File: src/rtl/psum_axis_out_buffer_pkg.sv
// Shared constants and helpers for the psum output stages.
// Sizing function, default FIFO sizing and the AXIS strobe constant.
package psum_axis_out_buffer_pkg;

    localparam int DEF_FIFO_DEPTH     = 64;
    localparam int DEF_ALMOST_FULL_TH = 56;

    // Wide enough for any stream width up to 1024 bits; sliced by users.
    localparam logic [127:0] AXIS_STRB_ALL = '1;

    // Ceiling of log2(n); clogb2(1) = 0.
    function automatic int clogb2(input int n);
        int r;
        r = 0;
        for (int i = 0; i < 32; i++) begin
            if ((1 << r) < n) r = r + 1;
        end
        return r;
    endfunction

endpackage

File: src/rtl/psum_sync_fifo.sv
// Synchronous show-ahead FIFO with wrap-bit pointers and an entry count.
// The head entry is visible on rd_data whenever empty is low.
module psum_sync_fifo
    import psum_axis_out_buffer_pkg::*;
#(
    parameter int DEPTH = DEF_FIFO_DEPTH,
    parameter int WIDTH = 33
) (
    input  logic                     clk,
    input  logic                     rst_n,
    input  logic                     wr_en,
    input  logic [WIDTH-1:0]         wr_data,
    input  logic                     rd_en,
    output logic [WIDTH-1:0]         rd_data,
    output logic                     full,
    output logic                     empty,
    output logic [clogb2(DEPTH):0]   count
);

    localparam int AW = clogb2(DEPTH);

    logic [WIDTH-1:0] mem [DEPTH];
    logic [AW:0]      wr_ptr;
    logic [AW:0]      rd_ptr;

    assign empty   = (wr_ptr == rd_ptr);
    assign full    = (wr_ptr[AW] != rd_ptr[AW]) &&
                     (wr_ptr[AW-1:0] == rd_ptr[AW-1:0]);
    assign count   = wr_ptr - rd_ptr;
    assign rd_data = mem[rd_ptr[AW-1:0]];

    // Storage array; contents need no reset since pointers gate visibility.
    always_ff @(posedge clk) begin
        if (wr_en) mem[wr_ptr[AW-1:0]] <= wr_data;
    end

    // Pointer advance; caller guarantees no write-when-full without a read.
    always_ff @(posedge clk or negedge rst_n) begin
        if (!rst_n) begin
            wr_ptr <= '0;
            rd_ptr <= '0;
        end else begin
            if (wr_en) wr_ptr <= wr_ptr + 1'b1;
            if (rd_en) rd_ptr <= rd_ptr + 1'b1;
        end
    end

endmodule

File: src/rtl/psum_axis_out_buffer.sv
// Buffers packed psum words and streams them out over AXI4-Stream.
// Adds the output register, overflow flag, beat counter and layer_done.
module psum_axis_out_buffer
    import psum_axis_out_buffer_pkg::*;
#(
    parameter int C_M_AXIS_TDATA_WIDTH = 32,
    parameter int FIFO_DEPTH           = DEF_FIFO_DEPTH,
    parameter int ALMOST_FULL_TH       = DEF_ALMOST_FULL_TH,
    parameter int BEAT_CNT_WIDTH       = 16
) (
    input  logic                                clk,
    input  logic                                rst_n,
    input  logic                                in_valid,
    input  logic                                in_last,
    input  logic [C_M_AXIS_TDATA_WIDTH-1:0]     in_data,
    input  logic                                layer_start,
    output logic                                M_AXIS_TVALID,
    output logic [C_M_AXIS_TDATA_WIDTH-1:0]     M_AXIS_TDATA,
    output logic [C_M_AXIS_TDATA_WIDTH/8-1:0]   M_AXIS_TSTRB,
    output logic                                M_AXIS_TLAST,
    input  logic                                M_AXIS_TREADY,
    output logic [clogb2(FIFO_DEPTH+1)-1:0]     level,
    output logic                                almost_full,
    output logic                                overflow,
    output logic [BEAT_CNT_WIDTH-1:0]           beat_cnt,
    output logic                                layer_done
);

    localparam int DW     = C_M_AXIS_TDATA_WIDTH;
    localparam int STRB_W = DW / 8;
    localparam int LVL_W  = clogb2(FIFO_DEPTH + 1);
    localparam int CNT_W  = clogb2(FIFO_DEPTH) + 1;

    logic             fifo_full;
    logic             fifo_empty;
    logic [CNT_W-1:0] fifo_count;
    logic [DW:0]      fifo_rdata;
    logic             push;
    logic             pop;
    logic             hs;
    logic             drop;
    logic             out_valid;
    logic             out_last;
    logic [DW-1:0]    out_data;
    logic [LVL_W-1:0] level_nxt;

    // Handshake, FIFO read/write and drop qualification.
    always_comb begin
        hs   = out_valid && M_AXIS_TREADY;
        pop  = !fifo_empty && (!out_valid || hs);
        push = in_valid && (!fifo_full || pop);
        drop = in_valid && fifo_full && !pop;
    end

    psum_sync_fifo #(
        .DEPTH (FIFO_DEPTH),
        .WIDTH (DW + 1)
    ) u_fifo (
        .clk     (clk),
        .rst_n   (rst_n),
        .wr_en   (push),
        .wr_data ({in_last, in_data}),
        .rd_en   (pop),
        .rd_data (fifo_rdata),
        .full    (fifo_full),
        .empty   (fifo_empty),
        .count   (fifo_count)
    );

    // AXIS output register: refill on empty or on a completed beat.
    always_ff @(posedge clk or negedge rst_n) begin
        if (!rst_n) begin
            out_valid <= 1'b0;
            out_last  <= 1'b0;
            out_data  <= '0;
        end else if (pop) begin
            out_valid <= 1'b1;
            out_last  <= fifo_rdata[DW];
            out_data  <= fifo_rdata[DW-1:0];
        end else if (hs) begin
            out_valid <= 1'b0;
        end
    end

    assign M_AXIS_TVALID = out_valid;
    assign M_AXIS_TDATA  = out_data;
    assign M_AXIS_TLAST  = out_last;
    assign M_AXIS_TSTRB  = out_valid ? AXIS_STRB_ALL[STRB_W-1:0] : '0;

    // Occupancy seen by upstream: FIFO entries plus the output register.
    always_comb begin
        level     = LVL_W'(fifo_count) + LVL_W'(out_valid);
        level_nxt = level + LVL_W'(push) - LVL_W'(hs);
    end

    // Throttle hint registered from next-state occupancy.
    always_ff @(posedge clk or negedge rst_n) begin
        if (!rst_n) almost_full <= 1'b0;
        else        almost_full <= (level_nxt >= LVL_W'(ALMOST_FULL_TH));
    end

    // Sticky drop flag; a drop in the clearing cycle still sets it.
    always_ff @(posedge clk or negedge rst_n) begin
        if (!rst_n)           overflow <= 1'b0;
        else if (drop)        overflow <= 1'b1;
        else if (layer_start) overflow <= 1'b0;
    end

    // Saturating per-layer beat counter.
    always_ff @(posedge clk or negedge rst_n) begin
        if (!rst_n) begin
            beat_cnt <= '0;
        end else if (layer_start) begin
            beat_cnt <= hs ? BEAT_CNT_WIDTH'(1) : '0;
        end else if (hs && (beat_cnt != '1)) begin
            beat_cnt <= beat_cnt + 1'b1;
        end
    end

    // One-cycle pulse after the final beat of a layer is taken.
    always_ff @(posedge clk or negedge rst_n) begin
        if (!rst_n) layer_done <= 1'b0;
        else        layer_done <= hs && out_last;
    end

endmodule

File: config.mk
export PLATFORM = sky130hd
export DESIGN_NAME = psum_axis_out_buffer
export DESIGN_NICKNAME = d
export VERILOG_FILES = /design/src/rtl/psum_axis_out_buffer_pkg.sv /design/src/rtl/psum_sync_fifo.sv /design/src/rtl/psum_axis_out_buffer.sv
export SDC_FILE = /design/constraint.sdc
export NUM_CORES = 2
export LEC_CHECK = 0
export ABC_CLOCK_PERIOD_IN_PS = 3600
export BUFFER_PORTS_ARGS = -buffer_cell sky130_fd_sc_hd__buf_2
export CAP_MARGIN = 30
export CORE_UTILIZATION = 35
export DETAILED_ROUTE_END_ITERATION = 10
export PLACE_DENSITY = 0.54
export SYNTH_ARGS = -nofsm -noshare
export SYNTH_HDL_FRONTEND = slang
export SYNTH_SLANG_ARGS = --single-unit
File: constraint.sdc
create_clock -name clk -period 3.6 [get_ports clk]
set_input_delay 0.36 -clock clk [delete_from_list [all_inputs] [get_ports clk]]
set_output_delay 0.36 -clock clk [all_outputs]
set_load 0.05 [all_outputs]
# Word-level counts from Yosys, hierarchy flattened
# Memory sizes are Yosys's and may differ from the RTL's. A register that Yosys moved wholly into a read port is not among the register bits.
# Index checks and enable logic that the tools add are counted.
word_totals:
  register_bits: 34
  ram_bits: 2112
  inputBits: 38
  output_inout_bits: 64
  wordCells: 48
  mem_count: 1
memory_table:
  columns: ["name", "words", "width", "read_ports", "rd_clocked_by_memory_dff", "wr", "line_no", "text"]
  rows:
  - ["u_fifo.mem", 64, 33, 1, 1, 1, "psum_sync_fifo.sv:22", "logic [WIDTH-1:0] mem [DEPTH];"]
classes:
  n_addsub: 7
  magnitude_cmp: 1
  n_eq_ne: 4
  muxes: 10
  reduce_logical: 18
ops:
  columns: ["op", "n"]
  rows:
  - ["two-way mux 16 bit", 2]
  - ["adder 16 x 1 -> 16 bit, second input constant", 1]
  - ["!= test 16 bit, second input constant", 1]
  - ["adder 7 x 1 -> 7 bit", 2]
  - ["adder 7 x 1 -> 7 bit, second input constant", 2]
  - ["logical AND 1 bit", 8]
  - ["equality test 7 bit", 1]
  - ["greater-or-equal comparator 7 x 6 -> 1 bit, second input constant", 1]
  - ["two-way mux 1 bit", 7]
  - ["subtractor 7 x 1 -> 7 bit", 1]
  - ["subtractor 7 bit", 1]
  - ["equality test 6 bit", 1]
  - ["nonzero test 2 bit", 3]
  - ["zero test 1 bit", 5]
  - ["two-way mux 4 bit", 1]
  - ["logical OR 1 bit", 2]
  - ["!= test 1 bit", 1]

# Logic depth before layout (Yosys ltp)
logic_depth:
  word_depth: 8
  mapped_depth: 18
  depth_no_buf: 15

# By module
# From an unflattened synthesis, not the netlist that was laid out.
hier_totals:
  hier_cells: 3876
  area_unflattened_um2: 83966.8
by_module_without_submodules:
  columns: ["module", "n_inst", "cells_each", "area_per_inst_um2", "seq_area_each_um2"]
  rows:
  - ["psum_sync_fifo", 1, 3641, 81259.2, 63771.2]
  - ["psum_axis_out_buffer", 1, 235, 2707.6, 1326.3]

# Worst setup path before layout
# No wires, ideal clock.
synth_path:
  path_kind: "register to register"
  startpoint: "reg u_fifo.rd_ptr[1]"
  endpoint: "mem u_fifo.mem[63][0] (enable)"
  setup_ps: 423
  t_arrival_ps: 3571
  required_time_ps: 3177
  slack_ps: -395
  stages_incl_launch_ff: 13
  n_path_buf: 5
  synth_period_minus_slack_ps: 3995
  path_cell_list: "dfrtp_1 buf_6 buf_4 buf_2 buf_2 inv_1 ha_1 nand2_1 o41ai_4 nor2_1 nand3_1 buf_2 nor2_1"
synth_via:
  elab_chain_cells: 7
  elab_cells_between_ends: 10
  classes_between: "eq/ne (2); mux (2); reduce/logical (6)"
synth_rtl:
  columns: ["element", "line_no", "text"]
  rows:
  - ["start, declared", "psum_sync_fifo.sv:24", "logic [AW:0] rd_ptr;"]
  - ["start signal, assigned", "psum_sync_fifo.sv:44", "if (rd_en) rd_ptr <= rd_ptr + 1'b1;"]
  - ["equality test 7 bit or equality test 6 bit (tied branches)", "psum_sync_fifo.sv:26, psum_sync_fifo.sv:28", null]
  - ["zero test 1 bit or logical AND 1 bit (tied branches)", "psum_axis_out_buffer.sv:50, psum_sync_fifo.sv:27", null]
  - ["logical AND 1 bit or zero test 1 bit (tied branches)", "psum_axis_out_buffer.sv:50, psum_axis_out_buffer.sv:51", null]
  - ["logical OR 1 bit *", "psum_axis_out_buffer.sv:51", "push = in_valid && (!fifo_full || pop);"]
  - ["logical AND 1 bit *", "psum_axis_out_buffer.sv:51", null]
  - ["two-way mux 1 bit *", "psum_sync_fifo.sv:34", "if (wr_en) mem[wr_ptr[AW-1:0]] <= wr_data;"]
  - ["two-way mux 1 bit (not written as such) *", "psum_sync_fifo.sv:34", null]
  - ["end, declared", "psum_sync_fifo.sv:22", null]
# Every way passes the cells marked *; elsewhere a longest branch is shown, timed or not.

# Final worst setup path
layout_path:
  startpoint: "reg u_fifo.rd_ptr[0]"
  endpoint: "out level[6]"
layout_via:
  elab_chain_cells: 2
layout_rtl:
  columns: ["element", "line_no", "text"]
  rows:
  - ["subtractor 7 bit", "psum_sync_fifo.sv:29", "assign count = wr_ptr - rd_ptr;"]
  - ["adder 7 x 1 -> 7 bit", "psum_axis_out_buffer.sv:92", "level = LVL_W'(fifo_count) + LVL_W'(out_valid);"]
  - ["end, declared", "psum_axis_out_buffer.sv:22", "output logic [clogb2(FIFO_DEPTH+1)-1:0] level,"]
# Every way passes these cells.

==> results_dict.tcl <==
set metrics [dict create \
    p_total_uw 75800 \
    setup_viol 0 \
    mostFrequentLayoutCell "edfxtp_1" \
    r2r_end "u_fifo.mem[5][20]" \
    power.internal_uw 50600 \
    ys_warn_count 0 \
    crit_arrival_ps 3180 \
    clock_path_buffers 3 \
    place_ws_ps 219 \
    synth_top_family_by_area "multiplexers" \
    swShare_pct 33.2 \
    ys_seq_area_share_pct 77.9 \
    synthAdderAreaFrac_pct 0.377 \
    worstSetupEndpoint "level[6]" \
    r2r.worst_path.cells 10 \
    ys_top_cells_by_area "edfxtp_1 (76%), mux4_2 (12%), dfrtp_1 (2.0%)" \
    hold_path.class "input port to flip-flop" \
    synth_mux_area_share_pct 14.2 \
    finClkSkew_ps 55.0 \
    antenna_found_initial 20 \
    period_minus_slack_ps 3540 \
    nets 4383 \
    worstPathRequired_ps 3240 \
    p_clk_share_pct 28.3 \
    startpoint "u_fifo.rd_ptr[0]" \
    start_util_pct 35.4 \
    synth_fp_nets 3963 \
    cts_tree "built" \
    clk_root_buffer_cell "clkbuf_16" \
    fin_crit_sh_pct 98.4 \
    ir_drop_mv 1.09 \
    htreeDepth 4 \
    core_area_um2 236000 \
    max-slew-margin-rel_pct 32.1 \
    crit_type "flip-flop to output port" \
    cts.sinks 2179 \
    numCtsBuffers 213 \
    pwr-share-seq_pct 39.0 \
    clk_pin_slew_ps 60 \
    firstDrtPassIters 5 \
    synth_cell_types 55 \
    io_pins 102 \
    synth.top_cell.area_share_pct 75.9 \
    dieArea_um2 241000 \
    chipHeight_um 491 \
    drv_cap 0 \
    wl_mm 233 \
    drtAntennaViolNets 0 \
    synth-seq-cells 2179 \
    synth_compound_area_share_pct 3.88 \
    clkLatencyLatePin_ps 850 \
    grt_setup_unrepaired "yes" \
    port_buffers 101 \
    rows 178 \
    timing.rr.start "u_fifo.rd_ptr[1]" \
    syn_inst 3901 \
    syn_to_final_growth_pct 16.6 \
    synthSimpleGateAreaFrac_pct 1.82 \
    synth_area_leader_cell "edfxtp_1" \
    grt_pass1_wl_mm 325 \
    mostFrequentLayoutCells "edfxtp_1 (2,112), mux4_2 (462), buf_4 (233), clkbuf_16 (216), a22oi_1 (193)" \
    min_path_cells 1 \
    synthXorXnorAreaFrac_pct 0.374 \
    p_sw_uw 25100 \
    synth-main-ff-cell "edfxtp_1" \
    worstHoldStart "in_data[31]" \
    drive_above_1_share_pct 28.8 \
    drc 0 \
    gp_congestion 0.843 \
    comb_power_share_pct 32.7 \
    setup_slack_ps 59.1 \
    max_freq_mhz 282 \
    reg2reg_setup_slack_ps 210 \
    via_per_inst 5.40 \
    slew_violations 0 \
    grt_overflow 0 \
    power_density_nw_per_um2 778 \
    status "finished, final reports clean" \
    hold_violations 0 \
    track_usage_pct 19.1 \
    num_vias 41300 \
    fp.dieW_um 491 \
    synthesis.area_um2 83500 \
    drt_iter0_markers 4523 \
    cp-end-kind "output port" \
    wl_per_cell_um 30.4 \
    worstPathMaxFanout 3 \
    leakagePower_uw 0.0306 \
    grt_max_degree 120 \
    layout.cells.non_filler 7660 \
    async_reset_ff_share_pct 3.07 \
    cp-start-kind "flip-flop" \
    first_global_vias 42000 \
    worstMarginPinSlew_ps 1020 \
    avgSynthCellArea_um2 21.4 \
    synth_edf_count 2112 \
    dpl.hpwl_mm 133 \
    dp_cells 7225 \
]
critical path, stage by stage, from the launching register on:
cell	delay (ps)
dfrtp_4	490
ha_4	290
inv_4	40
ha_4	160
fa_2	400
a211oi_2	220
o21bai_1	100
a21oi_2	190
xnor2_2	210
buf_6	220
synthesized netlist by cell type, drive strengths merged, types with 2 or more instances:
library cell     n
a22oi          193
o41ai            2
edfxtp        2112
a31oi           28
xor2            14
and2             3
ha              22
o21bai           2
mux2            67
fa               2
o21ai           41
nand3b           4
a211oi          30
a22o            29
dfrtp           67
nor4             5
nor3            10
or3              2
nor2           134
nand3           74
or2              2
a21boi           5
mux4           462
a21oi          137
xnor2           19
or3b             2
nor2b            3
inv             22
a221oi           6
nand2           90
mux2i           71
clkbuf          69
buf            143
o32a             5
a21o             2
nand4           13
timing repair:
action | 4_1_cts | 5_1_grt
cloned | 0 | 0
gates resized for setup | 7 | 6
endpoints found under the setup margin | 2 | 4
hold buffers | 19 | 4
buffers inserted | 1 | 3
pin swaps | 3 | 6
endpoints found under the hold margin | 247 | 73
sequential cells by signal (all words and copies together) (netlist names):
| signal | cells |
|---|---|
| M_AXIS_TVALID | 1 |
| u_fifo.rd_ptr | 7 |
| beat_cnt | 16 |
| overflow | 1 |
| M_AXIS_TDATA | 32 |
| u_fifo.mem | 2112 |
| u_fifo.wr_ptr | 7 |
| almost_full | 1 |
| M_AXIS_TLAST | 1 |
| layer_done | 1 |
layer usage:
| metal | share of wire [%] | up-vias | global-route usage (%) |
|---|---|---|---|
| li1 | - | 17200 | - |
| met4 | 2.9 | 6 | 5.74 |
| met5 | 0.019 | - | 0 |
| met3 | 8.9 | 316 | 5.48 |
| met1 | 41 | 22300 | 25.8 |
| met2 | 47 | 1477 | 30.0 |
layout make-up:
| class | count | area, um2 |
|---|---|---|
| Tap cell | 3150 | 3940 |
| Clock inverter | 95 | 817 |
| Sequential cell | 2179 | 65100 |
| Timing Repair Buffer | 417 | 3720 |
| Antenna cell | 10 | 25.0 |
| Clock buffer | 299 | 5850 |
| Multi-Input combinational cell | 1488 | 17900 |
| Inverter | 22 | 87.6 |
| Fill cell | 20600 | 139000 |
logic make-up after synthesis:
group                      count (synthesis)
muxes                                    600
buffers and inverters                    234
AOI/OAI and AO/OA                        484
and+or+nand+nor                          346
xor gates and xnor gates                  34
adders and majority gates                 24
DFF                                     2179
per-stage QoR:
stage               hold WS, ps  cell area (um2)  setup TNS (ps)  utilization (%)
floorplan                  64.4            83600         -539740                -
global placement            517            90000               0             38.1
detailed placement          255            90300               0             38.2
CTS                        1.42            97200               0             41.1
global route               39.9            97400           -22.3             41.2
finish                     62.9            97400               0             41.2
power by group through the flow:
stage | clock (uW) | combinational [uW] | sequential [uW]
floorplan | 0 | 14800 | 30500
global placement | 0 | 24400 | 30000
detailed placement | 0 | 24400 | 30000
CTS | 21900 | 24700 | 29500
global route | 22800 | 26300 | 29600
finish | 21500 | 24800 | 29500
worst min path at each step:
stage                         endpoint  slack, ps
CTS                 u_fifo.mem[44][13]          1
global route         u_fifo.mem[5][31]         40
global placement      u_fifo.wr_ptr[6]        520
finish               u_fifo.mem[6][31]         60
detailed placement        beat_cnt[15]        250
floorplan              M_AXIS_TDATA[0]         60
(Power assumes the default switching activity.)
